## src/rtl/mic_peak_scheduler_if.sv

```systemverilog
// Handshake/data bundle between the peak scheduler and its frame source / band consumer.
interface mic_peak_scheduler_if #(
  parameter int NUM_MIC = 4,
  parameter int DW      = 24,
  parameter int BW      = 9
);
  logic                  start;
  logic                  stop;
  logic                  sample_valid;
  logic [NUM_MIC*DW-1:0] mic_data_bus;
  logic                  busy;
  logic [NUM_MIC*BW-1:0] sound_band_bus;
  logic                  band_valid;
  logic                  overrun;

  modport master (
    output start, stop, sample_valid, mic_data_bus,
    input  busy, sound_band_bus, band_valid, overrun
  );

  modport slave (
    input  start, stop, sample_valid, mic_data_bus,
    output busy, sound_band_bus, band_valid, overrun
  );
endinterface

```

## src/rtl/mic_peak_scheduler.sv

```systemverilog
// Shared peak-detect datapath walked across NUM_MIC channels; publishes saturated bands every WIN_LEN frames.
// Optional MIC_PEAK_DECAY_EN: peaks halve at each publish instead of clearing.
module mic_peak_scheduler #(
  parameter int NUM_MIC  = 4,
  parameter int WIN_LEN  = 1024,
  parameter int BAND_MAX = 300,
  parameter int DW       = 24,
  parameter int BW       = 9
) (
  input logic                 clk,
  input logic                 rst,
  mic_peak_scheduler_if.slave bus
);
  localparam int CW  = $clog2(WIN_LEN) + 1;
  localparam int CHW = (NUM_MIC > 1) ? $clog2(NUM_MIC) : 1;
  localparam logic [CW-1:0]  LAST_FRAME = CW'(WIN_LEN - 1);
  localparam logic [CHW-1:0] LAST_CH    = CHW'(NUM_MIC - 1);
  localparam logic [BW-1:0]  BAND_CAP   = BW'(BAND_MAX);

  typedef enum logic [1:0] {IDLE, WAIT, SCAN, PUBLISH} state_e;

  state_e                state_q, state_d;
  logic [DW-2:0]         peak_q [NUM_MIC];
  logic [DW-2:0]         peak_d [NUM_MIC];
  logic [NUM_MIC*DW-1:0] frame_q, frame_d;
  logic [CW-1:0]         cnt_q, cnt_d;
  logic [CHW-1:0]        ch_q, ch_d;
  logic [NUM_MIC*BW-1:0] band_q, band_d;
  logic                  bv_q, bv_d;
  logic                  ovr_q, ovr_d;

  logic [DW-1:0]         cur_sample;
  logic [DW-2:0]         cur_abs;
  logic [NUM_MIC*BW-1:0] bands;
  logic [BW-1:0]         slice;

  always_comb begin
    cur_sample = '0;
    for (int unsigned k = 0; k < NUM_MIC; k++) begin
      if (ch_q == CHW'(k)) cur_sample = frame_q[k*DW +: DW];
    end
    cur_abs = cur_sample[DW-1] ? '0 : cur_sample[DW-2:0];
  end

  always_comb begin
    bands = '0;
    slice = '0;
    for (int unsigned k = 0; k < NUM_MIC; k++) begin
      slice = peak_q[k][DW-2 -: BW];
      bands[k*BW +: BW] = (slice > BAND_CAP) ? BAND_CAP : slice;
    end
  end

  always_comb begin
    state_d = state_q;
    peak_d  = peak_q;
    frame_d = frame_q;
    cnt_d   = cnt_q;
    ch_d    = ch_q;
    band_d  = band_q;
    bv_d    = 1'b0;
    ovr_d   = ovr_q;

    // stop outranks start, sample_valid and publish in every state
    if (bus.stop) begin
      state_d = IDLE;
      cnt_d   = '0;
      ch_d    = '0;
      for (int unsigned k = 0; k < NUM_MIC; k++) peak_d[k] = '0;
    end else begin
      unique case (state_q)
        IDLE: begin
          if (bus.start) begin
            state_d = WAIT;
            ovr_d   = 1'b0;
          end
        end
        WAIT: begin
          if (bus.sample_valid) begin
            frame_d = bus.mic_data_bus;
            ch_d    = '0;
            state_d = SCAN;
          end
        end
        SCAN: begin
          if (bus.sample_valid) ovr_d = 1'b1;
          for (int unsigned k = 0; k < NUM_MIC; k++) begin
            if (ch_q == CHW'(k) && cur_abs >= peak_q[k]) peak_d[k] = cur_abs;
          end
          if (ch_q == LAST_CH) begin
            if (cnt_q == LAST_FRAME) begin
              cnt_d   = '0;
              state_d = PUBLISH;
            end else begin
              cnt_d   = cnt_q + 1'b1;
              state_d = WAIT;
            end
          end else begin
            ch_d = ch_q + 1'b1;
          end
        end
        PUBLISH: begin
          if (bus.sample_valid) ovr_d = 1'b1;
          band_d  = bands;
          bv_d    = 1'b1;
          state_d = WAIT;
          for (int unsigned k = 0; k < NUM_MIC; k++) begin
`ifdef MIC_PEAK_DECAY_EN
            peak_d[k] = peak_q[k] >> 1;
`else
            peak_d[k] = '0;
`endif
          end
        end
        default: state_d = IDLE;
      endcase
    end
  end

  always_ff @(posedge clk or posedge rst) begin
    if (rst) begin
      state_q <= IDLE;
      frame_q <= '0;
      cnt_q   <= '0;
      ch_q    <= '0;
      band_q  <= '0;
      bv_q    <= 1'b0;
      ovr_q   <= 1'b0;
      for (int unsigned k = 0; k < NUM_MIC; k++) peak_q[k] <= '0;
    end else begin
      state_q <= state_d;
      frame_q <= frame_d;
      cnt_q   <= cnt_d;
      ch_q    <= ch_d;
      band_q  <= band_d;
      bv_q    <= bv_d;
      ovr_q   <= ovr_d;
      peak_q  <= peak_d;
    end
  end

  assign bus.busy           = (state_q == SCAN) || (state_q == PUBLISH);
  assign bus.sound_band_bus = band_q;
  assign bus.band_valid     = bv_q;
  assign bus.overrun        = ovr_q;
endmodule
```

## src/flat_wrapper.sv

```systemverilog
// flat-port wrapper written by rule: the top's interface ports become plain ports
module mic_peak_scheduler_flat 
#(
  parameter int NUM_MIC  = 4,
  parameter int WIN_LEN  = 1024,
  parameter int BAND_MAX = 300,
  parameter int DW       = 24,
  parameter int BW       = 9
)
  (clk, rst, bus_start, bus_stop, bus_sample_valid, bus_mic_data_bus, bus_busy, bus_sound_band_bus, bus_band_valid, bus_overrun);
  mic_peak_scheduler_if #(.NUM_MIC(NUM_MIC), .DW(DW), .BW(BW)) bus_i ();
  input logic clk;
  input logic rst;
  input wire logic [$bits(bus_i.start)-1:0] bus_start;
  input wire logic [$bits(bus_i.stop)-1:0] bus_stop;
  input wire logic [$bits(bus_i.sample_valid)-1:0] bus_sample_valid;
  input wire logic [$bits(bus_i.mic_data_bus)-1:0] bus_mic_data_bus;
  output wire logic [$bits(bus_i.busy)-1:0] bus_busy;
  output wire logic [$bits(bus_i.sound_band_bus)-1:0] bus_sound_band_bus;
  output wire logic [$bits(bus_i.band_valid)-1:0] bus_band_valid;
  output wire logic [$bits(bus_i.overrun)-1:0] bus_overrun;
  assign bus_i.start = bus_start;
  assign bus_i.stop = bus_stop;
  assign bus_i.sample_valid = bus_sample_valid;
  assign bus_i.mic_data_bus = bus_mic_data_bus;
  assign bus_busy = bus_i.busy;
  assign bus_sound_band_bus = bus_i.sound_band_bus;
  assign bus_band_valid = bus_i.band_valid;
  assign bus_overrun = bus_i.overrun;
  mic_peak_scheduler #(.NUM_MIC(NUM_MIC), .WIN_LEN(WIN_LEN), .BAND_MAX(BAND_MAX), .DW(DW), .BW(BW)) u_core (.clk(clk), .rst(rst), .bus(bus_i));
endmodule
```

## config.mk

```make
export PLATFORM = sky130hd
export DESIGN_NAME = mic_peak_scheduler_flat
export DESIGN_NICKNAME = d
export VERILOG_FILES = /design/src/rtl/mic_peak_scheduler_if.sv /design/src/rtl/mic_peak_scheduler.sv /design/src/flat_wrapper.sv
export SDC_FILE = /design/constraint.sdc
export NUM_CORES = 1
export LEC_CHECK = 0
export BUFFER_PORTS_ARGS = -buffer_cell sky130_fd_sc_hd__buf_4
export CAP_MARGIN = 0
export CORE_ASPECT_RATIO = 0.9
export CORE_MARGIN = 3
export CORE_UTILIZATION = 40
export CTS_CLUSTER_SIZE = 16
export DETAILED_ROUTE_END_ITERATION = 16
export PLACE_DENSITY = 0.56
export SYNTH_ARGS = -nofsm -noshare
export SYNTH_HDL_FRONTEND = slang
export SYNTH_SLANG_ARGS = --single-unit
```

## constraint.sdc

```tcl
create_clock -name clk -period 8.8 [get_ports clk]
set_input_delay 1.32 -clock clk [delete_from_list [all_inputs] [get_ports clk]]
set_output_delay 1.32 -clock clk [all_outputs]
set_load 0.1 [all_outputs]
```

Word-level counts from Yosys, hierarchy flattened --
Cells that the tools add are included.
Word-level totals: register bits after elaboration 241, bits in latches 0, memory bits (writable) 0, bits in read-only memories 0, input port bits 101, output and inout bits 39, word-level logic and storage cells 96, memories kept 0
Cells by class: $add $sub $neg 2, multipliers 0, divide/modulo/power cells 0, magnitude comparators 8, equal/unequal tests 17, shift-type cells 0, muxes and demuxes 34, bitwise operators 1, reductions and logical operators 23
Operators with widths (number):
- one-hot mux 92 bit (2 select lines) | 1
- 2-to-1 mux 23 bit | 5
- 2-to-1 mux 24 bit | 4
- greater-or-equal comparator 23 bit | 4
- 2-to-1 mux 92 bit | 1
- 2-to-1 mux 11 bit | 4
- > comparator 9 bit, second input constant | 4
- 2-to-1 mux 9 bit | 4
- 2-to-1 mux 2 bit | 8
- != test 3 x 2 -> 1 bit, second input constant | 5
- AND reduction 2 bit | 6
- adder 11 x 1 -> 11 bit, second input constant | 1
- == test 11 x 10 -> 1 bit, second input constant | 1
- != test 3 bit, second input constant | 3
- AND reduction 3 bit | 3
- == test 2 bit, second input constant | 4
- one-hot mux 2 bit (4 select lines) | 1
- nonzero test 2 bit | 3
- nonzero test 3 bit | 2
- == test 2 x 1 -> 1 bit, second input constant | 2
- logical AND 1 bit | 4
- logical NOT 2 bit | 2
- 2-to-1 mux 1 bit | 4
- one-hot mux 2 bit (2 select lines) | 1
- 8 further kinds | 8

Depth between registers and ports, before layout --
depth in word-level cells 11, gate-level depth with buffers 21, mapped depth without buffers 17

Least setup slack after synthesis --
Ideal clock, no wire load.
path type reg-to-reg, from register u_core.ch_q[0], to register u_core.peak_q[24] (netlist bit), library setup time 0.078 ns, arrival time 3.772 ns, required time 8.722 ns, path slack 4.950 ns, cell stages (with the launch flop) 21, path buffers 4, clock period less this slack 3.850 ns, path through dfrtp_1 inv_1 ha_1 buf_2 nor2b_1 clkbuf_1 clkbuf_1 a22oi_1 nor2_1 a21oi_1 o21ai_1 nand2_1 inv_1 ha_1 and4_1 a221o_1 a221oi_1 o21ai_1 o31ai_2 buf_2 o2bb2ai_1
On the way: cells in the longest elaborated chain, start to end 10
RTL lines:
- from (decl) | RTL line mic_peak_scheduler.sv:27 | logic [CHW-1:0] ch_q, ch_d;
- from (signal assigned) | RTL line mic_peak_scheduler.sv:134 | ch_q <= ch_d;
- logical NOT 2 bit | RTL line mic_peak_scheduler.sv:40 | if (ch_q == CHW'(k)) cur_sample = frame_q[k*DW +: DW];
- 2-to-1 mux 24 bit (4 in series) | RTL line mic_peak_scheduler.sv:40
- 2-to-1 mux 23 bit | RTL line mic_peak_scheduler.sv:42 | cur_abs = cur_sample[DW-1] ? '0 : cur_sample[DW-2:0];
- greater-or-equal comparator 23 bit | RTL line mic_peak_scheduler.sv:88 | if (ch_q == CHW'(k) && cur_abs >= peak_q[k]) peak_d[k] = cur_abs;
- logical AND 1 bit | RTL line mic_peak_scheduler.sv:88
- != test 3 x 2 -> 1 bit (no line)
- AND reduction 2 bit (no line)
- to (signal assigned) | RTL line mic_peak_scheduler.sv:138 | peak_q <= peak_d;
- to (decl) | RTL line mic_peak_scheduler.sv:23 | logic [DW-2:0] peak_q [NUM_MIC];
Parallel ways exist; a longest one is shown, timed or not. The select of a mux whose other input is x is not followed. A chain may end at the register's enable or synchronous reset.

Worst setup path in the final report --
from register u_core.ch_q[0], to register u_core.peak_q[10] (netlist bit)
The elaborated chain is that of the path after synthesis.

==> impl_metrics.env <==
export IMPL_h_tree_depth=1
export IMPL_cts_root_buf="clkbuf_16"
export IMPL_core_um2=30400
export IMPL_post_route_period_util_pct=59.4
export IMPL_totalWireLength_um=31200
export IMPL_synth_edff_count=0
export IMPL_first_global_vias=9336
export IMPL_critPathTopFamily="compound AO/OA/AOI/OAI gates"
export IMPL_holdPathEnd="u_core.bus.sound_band_bus[34]"
export IMPL_final_common_cell="dfrtp_1"
export IMPL_seq_area_frac_synth_pct=47.9
export IMPL_cts_resized_gates=0
export IMPL_drtPass1Iterations=5
export IMPL_nets=1504
export IMPL_netlist_instances=1181
export IMPL_grt_total_usage_pct=18.6
export IMPL_worst_r2r_endpoint="u_core.peak_q[10]"
export IMPL_cts_path_max_buffers=3
export IMPL_worst_clock_skew_ns=0.0293
export IMPL_die_area_um2=33600
export IMPL_netlist_area_um2=12600
export IMPL_most_common_layout_cells="dfrtp_1, buf_4, inv_1, nand2_1, mux2_2"
export IMPL_numCtsBuffers=28
export IMPL_max_freq_mhz=191
export IMPL_antenna_left=0
export IMPL_multi_input_area_um2=5820
export IMPL_tightest_slew_ns=1.17
export IMPL_nFillCells=2810
export IMPL_setup_tns_ns=0
export IMPL_cp_startpoint="u_core.ch_q[0]"
export IMPL_required_ns=9.27
export IMPL_status="finished clean"
export IMPL_critPathArrivalTime_ns=5.70
export IMPL_via_per_inst=5.30
export IMPL_period_minus_slack_ns=5.23
export IMPL_r2r_start="u_core.ch_q[0]"
export IMPL_powerDensity_nw_per_um2=306
export IMPL_critPathBufInv=4
export IMPL_die_w_um=193
export IMPL_drive_gt1_share_pct=24.3
export IMPL_dp_hpwl_um=22500
export IMPL_hp_class="reg -> reg"
export IMPL_synthArstFlopShare_pct=100
export IMPL_rr_worst_depth=19
export IMPL_slew_headroom_pct=21.7
export IMPL_grt_pass1_wl_um=50900
export IMPL_start_kind="flip-flop"
export IMPL_pin_count=140
export IMPL_path_cells="inv_1 -> ha_1 -> nor2b_1 -> buf_4 -> a22oi_1 -> nor2_1 -> a21oi_1 -> o21ai_1 -> nand2_1 -> inv_1 -> ha_1 -> nor2b_1 -> o21ai_0 -> a31oi_1 -> o2111ai_1 -> a221oi_2 -> a311oi_2 -> buf_4 -> a22o_1"
export IMPL_cts_sink_count=241
export IMPL_drcViolationCount=0
export IMPL_syn_to_final_growth_pct=18.6
export IMPL_worstPathMaxFanout=14
export IMPL_max_cap_violations=0
export IMPL_cp_num_cells=19
export IMPL_fp_row_count=60
export IMPL_cpPeakStageDelay_ns=0.72
export IMPL_worstSkewPairLatency_ns=0.56
export IMPL_die_y_um=174
export IMPL_num_vias=9170
export IMPL_synth_cell_types=62
export IMPL_gp_congestion=0.805
export IMPL_grt_use_met2_pct=27.6
export IMPL_worstHoldStart="u_core.bus.sound_band_bus[34]"
export IMPL_ys_ff_latch=241
export IMPL_end_kind="flip-flop"
export IMPL_slew_viol_final=0
export IMPL_path_clk_slew_ns=0.07
export IMPL_cts_tree="yes"
export IMPL_port_buffers=139
export IMPL_grt_busiest_layer="met1"
export IMPL_syn_area_per_cell_um2=10.7
export IMPL_cpMaxStageDelayCell="a311oi_2"
export IMPL_path_class="reg -> reg"
export IMPL_diodes=0
export IMPL_syn_nets=1379
export IMPL_grtUsageMet3_pct=4.48
export IMPL_routedWlPerCell_um=18.0
export IMPL_grt_max_degree=90
export IMPL_initial_core_util_pct=41.4
export IMPL_postCtsSetupBuffers=0
export IMPL_antenna_found_initial=1
export IMPL_ys_flop_type="dfrtp_1"
export IMPL_yosys_warnings=0
export IMPL_hold_violations=0
export IMPL_drtIter0Drc=520
export IMPL_hold_buffers=0
export IMPL_power_leakage_nw=6.83
export IMPL_grt_ovfl_total=0
export IMPL_rrSetupSlack_ns=3.57
export IMPL_use_met1_pct=28.0
export IMPL_regArea_um2=6030
export IMPL_worst_ir_drop_vdd_v=0.000172
export IMPL_grt_setup_unrepaired="false"
export IMPL_whs_path_depth=2
export IMPL_power_total_mw=4.56
export IMPL_finalSetupViolCount=0
-- tightest hold or removal path: cells and delay by family (launching register included) --
family	cells	cell delay [ns]
flip-flops	1	0.34
AND/OR/NAND/NOR	1	0.05
AO/OA/AOI/OAI	1	0.05
-- layer usage --
metal / share of wire [%] / vias up
met5: 0.042 / -
met1: 49 / 4469
met4: 1.6 / 2
li1: - / 4484
met3: 6.4 / 30
met2: 43 / 185
-- area by class of cell --
| type | instances | area share (%) |
|---|---|---|
| Tap cell | 403 | 3.38 |
| Sequential cell | 241 | 40.4 |
| Inverter | 119 | 3.04 |
| Clock inverter | 15 | 1.39 |
| Clock buffer | 36 | 5.16 |
| Timing Repair Buffer | 151 | 7.60 |
| Multi-Input combinational cell | 765 | 39.0 |
-- synth_stat cells (5+ instances only) --
library cell    n  area share [%]
a22o_1         48             3.3
a21oi_1        83             3.3
a22oi_1        18             1.1
buf_2          10            0.40
mux2_2         96             8.6
buf_6           6            0.54
dfrtp_1       241              48
o21a_1          5            0.30
nor3_1         13            0.52
nand3_1        16            0.64
or3_1           6            0.30
nor2b_1         7            0.35
nand2_1        99             3.0
inv_1         118             3.5
clkbuf_1       24            0.72
a211oi_2        5            0.50
buf_1          10            0.30
o2bb2ai_1      46             3.2
a21o_1         10            0.60
o21ai_0        36             1.4
a211oi_1        5            0.30
or2_2           7            0.35
o21bai_1        5            0.30
ha_1           97             9.6
nand4_1        15            0.75
o211ai_1        8            0.48
o21ai_1        17            0.68
buf_4           6            0.36
nand3b_1        9            0.54
o31ai_1        12            0.72
nor2_1         51             1.5
-- report_power, final --
part           leakage, nW  switching, mW  internal (mW)
logic                 3.19           1.10          0.741
clock network        0.474          0.480          0.738
registers             3.16          0.141           1.36
total                 6.83           1.73           2.84
-- kinds of logic after synthesis --
logic type / after synthesis / synth area share [%]
compound gates: 322 / 18.2
xor+xnor: 6 / 0.477
fa+ha+maj: 97 / 9.64
buf+inv: 175 / 5.86
flops: 241 / 47.9
mux: 96 / 8.59
simple gates: 244 / 9.30
-- registers in the layout, indices dropped and copies added (netlist names) --
signal,flops
u_core.ch_q,2
u_core.cnt_q,11
u_core.bus.sound_band_bus,36
u_core.state_q,2
u_core.bus.band_valid,1
u_core.frame_q,96
u_core.peak_q,92
u_core.bus.overrun,1
-- how the worst max path moves through the flow --
| stage | end | slack (ns) |
|---|---|---|
| 2_1_floorplan | u_core.bus.band_valid | 0.86 |
| 3_3_place_gp | u_core.peak_q[68] | 3.75 |
| 3_5_place_dp | u_core.peak_q[9] | 3.61 |
| 4_1_cts | u_core.peak_q[10] | 3.56 |
| 5_1_grt | u_core.peak_q[52] | 3.20 |
| 6_report | u_core.peak_q[10] | 3.57 |
-- per-stage QoR --
step                cell area, um^2  hold WS, ns  worst slack, ns  instances  util, %
floorplan                     12600        0.456            0.864       1181        -
global placement              13900        0.467             3.75       1679     45.9
detailed placement            13900        0.472             3.61       1679     45.9
CTS                           14900        0.485             3.56       1730     49.1
global route                  14900        0.506             3.20       1730     49.1
finish                        14900        0.475             3.57       1730     49.1
Note: power is estimated with default switching activity, not from simulation.
